## config.mk

```make
export PLATFORM = sky130hd
export DESIGN_NAME = ite_select_pipe
export DESIGN_NICKNAME = d
export VERILOG_FILES = /design/src/rtl/ite_select_pipe.sv
export SDC_FILE = /design/constraint.sdc
export NUM_CORES = 1
export LEC_CHECK = 0
export CAP_MARGIN = 10
export CORE_MARGIN = 2
export CORE_UTILIZATION = 48
export DETAILED_ROUTE_END_ITERATION = 16
export PLACE_DENSITY = 0.81
export SLEW_MARGIN = 40
export SYNTH_ARGS = -nofsm -noshare
export SYNTH_HDL_FRONTEND = slang
export SYNTH_SLANG_ARGS = --single-unit
```

## constraint.sdc

```tcl
create_clock -name CLK -period 3.2 [get_ports CLK]
set_input_delay 0.32 -clock CLK [delete_from_list [all_inputs] [get_ports CLK]]
set_output_delay 0.32 -clock CLK [all_outputs]
set_load 0.02 [all_outputs]
```

## src/rtl/ite_select_pipe.sv

```systemverilog
// N-way WIDTH-bit if-then-else select feeding a 2-entry valid/ready output buffer.
// The head register drives O/O_err directly, so there is no combinational path from I/S to O.
module ite_select_pipe #(
  parameter int unsigned WIDTH = 8,
  parameter int unsigned N     = 3,
  localparam int unsigned SEL_W = (N > 2) ? $clog2(N) : 1
) (
  input  logic                 CLK,
  input  logic                 ASYNCRESETN,
  input  logic [N*WIDTH-1:0]   I,
  input  logic [SEL_W-1:0]     S,
  input  logic                 I_valid,
  output logic                 I_ready,
  output logic [WIDTH-1:0]     O,
  output logic                 O_err,
  output logic                 O_valid,
  input  logic                 O_ready
);

  localparam int unsigned CNT_W = 2;

  logic [WIDTH-1:0] sel_data;
  logic             sel_err;
  int unsigned      sel_idx;

  logic [WIDTH-1:0] head_data, tail_data;
  logic             head_err, tail_err;
  logic [CNT_W-1:0] count, count_nxt;
  logic             ready_q, valid_q;
  logic             push, pop;

  // Out-of-range selects fall back to the last channel and are flagged.
  always_comb begin
    sel_err  = (32'(S) >= N);
    sel_idx  = sel_err ? (N - 1) : 32'(S);
    sel_data = '0;
    for (int unsigned k = 0; k < N; k++) begin
      if (k == sel_idx) sel_data = I[k*WIDTH +: WIDTH];
    end
  end

  assign push = I_valid & ready_q;
  assign pop  = valid_q & O_ready;

  always_comb begin
    count_nxt = count;
    case ({push, pop})
      2'b10:   count_nxt = count + CNT_W'(1);
      2'b01:   count_nxt = count - CNT_W'(1);
      default: count_nxt = count;
    endcase
  end

  // Buffer storage; ready/valid flags are registered copies of the next occupancy.
  always_ff @(posedge CLK or negedge ASYNCRESETN) begin
    if (!ASYNCRESETN) begin
      head_data <= '0;
      head_err  <= 1'b0;
      tail_data <= '0;
      tail_err  <= 1'b0;
      count     <= '0;
      ready_q   <= 1'b1;
      valid_q   <= 1'b0;
    end else begin
      count   <= count_nxt;
      ready_q <= (count_nxt != CNT_W'(2));
      valid_q <= (count_nxt != CNT_W'(0));
      if (push && (pop || count == CNT_W'(0))) begin
        head_data <= sel_data;
        head_err  <= sel_err;
      end else if (push) begin
        tail_data <= sel_data;
        tail_err  <= sel_err;
      end else if (pop && count == CNT_W'(2)) begin
        head_data <= tail_data;
        head_err  <= tail_err;
      end
    end
  end

  assign I_ready = ready_q;
  assign O_valid = valid_q;
  assign O       = head_data;
  assign O_err   = head_err;

endmodule
```

**Word level (Yosys, flattened, before mapping)**

Cells that the tools add are included.
Widths: inputs -> output; s select.

- Equality and inequality tests: 7
- Magnitude comparators: 1
- Reductions and logical operators: 9
- Multiplexer cells: 11
- Add/sub/neg operators: 2
- Bitwise operators: 3

Operators with widths:

| cell | number |
|---|---|
| $mux 8 | 6 |
| $logic_not 32->1 | 1 |
| $eq 2x2->1 const B | 2 |
| $pmux 2 s2 | 1 |
| $reduce_and 2->1 | 2 |
| $reduce_bool 2->1 | 2 |
| $mux 1 | 3 |
| $add 2x1->2 const B | 1 |
| $and 1x1->1 | 2 |
| $eq 1x2->1 const A | 1 |
| $eq 2x1->1 const B | 1 |
| $eq 2x2->1 const A | 1 |
| $ge 2x2->1 const B | 1 |
| $logic_and 1x1->1 | 2 |
| $logic_not 2->1 | 1 |
| $mux 2 | 1 |
| $ne 2x1->1 const B | 1 |
| $ne 2x2->1 const B | 1 |
| $sub 2x1->2 const B | 1 |
| $logic_or 1x1->1 | 1 |
| $not 1->1 | 1 |

- Logic and storage cells: 40
- Register bits: 22
- Output and inout port bits: 11
- Input port bits: 30

**Depth between registers and ports, before layout**

- Word-level depth: 7
- Depth in mapped cells: 7

**Worst setup path before layout**

Ideal clock, no wire load.

- Kind: flip-flop to flip-flop
- Start: register ready_q, in the netlist I_ready
- End: register valid_q, in the netlist O_valid
- Setup time: 67 ps
- Setup slack: 1590 ps
- Period minus slack after synthesis: 1610 ps
- Data arrival time: 1543 ps
- Stages on the path, launching flop included: 7
- Cells stage by stage: dfstp_2 -> and2_4 -> inv_2 -> ha_1 -> nor2_1 -> xor2_1 -> nand2b_1

- Cells in the longest elaborated chain, start to end: 4

RTL lines:

| element | line | RTL |
|---|---|---|
| start: declaration | 29 | `logic ready_q, valid_q;` |
| start signal: assignment | 66 | `ready_q <= (count_nxt != CNT_W'(2));` |
| $and 1x1->1 * | 42 | `assign push = I_valid & ready_q;` |
| $eq 2x1->1 / $eq 2x2->1 (equally long branches) | 47 | `case ({push, pop})` |
| $pmux 2 s2 * | 47 |  |
| named net count_nxt[1] | 28 | `logic [CNT_W-1:0] count, count_nxt;` |
| $reduce_bool 2->1 * | 67 | `valid_q <= (count_nxt != CNT_W'(0));` |
| end signal: assignment | 67 |  |
| end: declaration | 29 |  |

The timed path passes the listed nets; every way through them passes the cells marked *.
A chain may end at the register's enable or synchronous reset.

**Worst setup path in the final report**

- Start: register ready_q, in the netlist I_ready
- End: output port I_ready

RTL lines:

| element | line | RTL |
|---|---|---|
| end: declaration | 13 | `output logic I_ready,` |

No word-level cell between the ends.

==> summary.txt <==
STA
  – Max Slew Vio Count: 0
  – Total negative slack: 0 ns
  – Slew headroom: 64.6%
  – PnR worst setup slack: 1.42 ns
  – Slew of the pin with the lowest slew margin: 0.529 ns
  – Fin crit share: 55.7%
  – Unrepaired setup endpoints after global routing: false
  – Setup Skew: 0.00489 ns
  – Final setup viols: 0
  – Final hold vios: 0
  – Min Tclk post-route: 1.78 ns
  – Max frequency: 0.562 GHz

Yosys
  – Most frequent cell after synthesis: dfrtp_1
  – Ranking of synthesized cells by area: dfrtp_1 44%, mux2i_1 7.6%, o31ai_1 6.3%
  – Synth Instances: 112
  – Commonest cells post-synth: 21 x dfrtp_1, 12 x nand2_1, 10 x nor2b_1, 10 x o21ai_0, 10 x o31ai_1
  – Post-synth EDFFs: 0
  – Synth warnings: 0
  – Post-Syn Area: 1180 um2
  – Post-Syn Nets: 143
  – Cell accounting for the most synthesized area: dfrtp_1
  – Top_reg_cell synth: dfrtp_1
  – Yosys reg bits: 22
  – Post-synth top area share: 44.4%
  – Post-synthesis cell type count: 28
  – Syn Area/Cell: 10.6 um2
  – Post-synth ARST share: 100%
  – Seq/Total Area, Yosys: 46.7%

Worst setup path
  – Reg2Reg Setup Slack: 1.53 ns
  – WP data arrival: 1.46 ns
  – CP bufs+invs: 1
  – Crit-path leading delay family: buffers and inverters
  – R2R depth: 6
  – Crit-path cells: clkdlybuf4s50_1
  – Crit path required time: 2.88 ns
  – RR Startpoint: I_ready$_DFF_PN1_
  – CP max-delay cell: clkdlybuf4s50_1
  – Crit. End Element: primary output
  – Crit path kind: register to primary output
  – Startpoint types: register
  – CP peak stage delay: 0.60 ns
  – Reg2reg end: O_valid$_DFF_PN0_
  – Crit Path Max Fanout: 2

Detailed routing
  – # DRC: 0
  – DR iter-0 viols: 10
  – Post-Route WL: 2.54 mm
  – Vias per inst: 5.37
  – Initial DRT Pass Iterations: 3
  – Routed Antenna Nets: 0
  – Via count: 972
  – Drt wl/cell: 14.0 um

Placement
  – Dpl hpwl: 1.98 mm
  – GP Congestion: 0.757
  – IO Port Bufs: 40
  – Placed cell areas: 1590 um2
  – Pre-CTS setup slack: 1.09 ns

Clock network
  – H-Tree Level Count: 1
  – Clock slew at reported path FFs: 0.13 ns
  – Postcts setup bufs: 0
  – Maximum root-to-sink buffer count: 2
  – TritonCTS sink count: 22
  – CTS tree: done
  – Worst skew pair latency: 0.31 ns
  – CTS buffer count: 3
  – Root Driver: clkbuf_4

Global routing
  – GRT Overall Usage: 19.4%
  – Vias in the first global route: 900
  – Initial antenna violation count: 0
  – Grt total ovfl: 0
  – Wire length of the first global-routing pass: 3.91 mm
  – Largest net degree at the start of global routing: 23

Floorplan
  – Die Y: 53.6 um
  – I/O Pins: 41
  – Die area: 2880 um2
  – Core area: 2280 um2
  – Die X: 53.6 um
  – Starting Density: 52.0%
  – Site Rows: 17

Finish
  – Layout Nets: 185
  – Area Overhead vs Synth: 38.0%
  – Ant diodes: 0
  – Non-Filler Cell Area, Final: 1630 um2
  – Finished Core Util: 71.7%
  – Layout cell share with drive strength beyond 1: 11.1%

Power and ir drop
  – Tot Pwr: 1.33 mW
  – Pwr Density: 815 nW/um2
  – Worst VDD drop: 0.000468 V
  – Leakage power: 0.716 nW

Min path
  – Worst min path class: input port to asynchronous set/reset pin

Flow run
  – Max Cap Viol: 0

Status
  – Outcome: finished clean
==> registers in the layout, summed over array words and instances, names as in the netlist <==
register,cells
O_err,1
count,2
O_valid,1
tail_err,1
tail_data,8
I_ready,1
O,8
==> layout make-up <==
class,instances,area [um2]
sequential,22,552
tap,28,35.0
timing repair buffer,41,405
fill,181,644
clock buffer,4,36.3
multi-input combinational,82,588
inverter,4,15.0
==> per-layer routing <==
layer / routed length (um) / GRT usage [%] / up-vias
met5: 0 / 0 / -
met4: 54 / 10.7 / 0
met3: 138 / 2.22 / 5
met2: 1300 / 34.6 / 34
met1: 1050 / 22.6 / 455
li1: - / - / 478
==> stage by stage <==
stage               hold slack, ns  std cells
finish                       0.477        181
CTS                          0.494        181
floorplan                   0.0244        112
global placement             0.457        176
global route                 0.519        181
detailed placement           0.312        176
==> power by group <==
part           switching (mW)  internal, mW
clock                  0.0869        0.0696
sequential             0.0960         0.415
combinational           0.319         0.344
total                   0.502         0.828
==> cell usage in the layout, fill, tap and decap left out, drive strengths merged, types with 3 or more instances in the layout <==
cell,synthesis,routed
clkdlybuf4s50,0,39
dfrtp,21,21
nand2,12,12
o21ai,10,10
nor2b,10,10
o31ai,10,10
mux2i,9,9
mux2,6,6
a211oi,5,5
nor2,4,4
inv,4,4
clkbuf,1,4
a21oi,3,3
==> kinds of logic after synthesis <==
logic type               Yosys count  share of synthesized area, %
AO/OA/AOI/OAI                     31                          18.9
XOR/XNOR                           3                          2.22
AND/OR/NAND/NOR                   32                          14.2
adder cells (fa/ha/maj)            1                          1.06
flip-flops                        22                          46.7
multiplexers                      15                          13.3
buffers and inverters              8                          3.60
==> repair_timing <==
action                                  4_1_cts  5_1_grt
gates resized for setup                       0        0
hold buffers                                  1        0
endpoints found under the hold margin        21        0
endpoints found under the setup margin        0        0
==> how the worst max path moves through the flow <==
stage                              to  depth (start not counted)  slack [ns]               from
floorplan           O_valid$_DFF_PN0_                          6        1.59  I_ready$_DFF_PN1_
global placement     O[7]$_DFFE_PN0P_                          5        1.15               S[0]
detailed placement   O[7]$_DFFE_PN0P_                          5        1.09               S[0]
CTS                           I_ready                          1        1.41  I_ready$_DFF_PN1_
global route         O[7]$_DFFE_PN0P_                          5        1.35               S[0]
finish                        I_ready                          1        1.42  I_ready$_DFF_PN1_
Power figures use the tool's default switching activity.
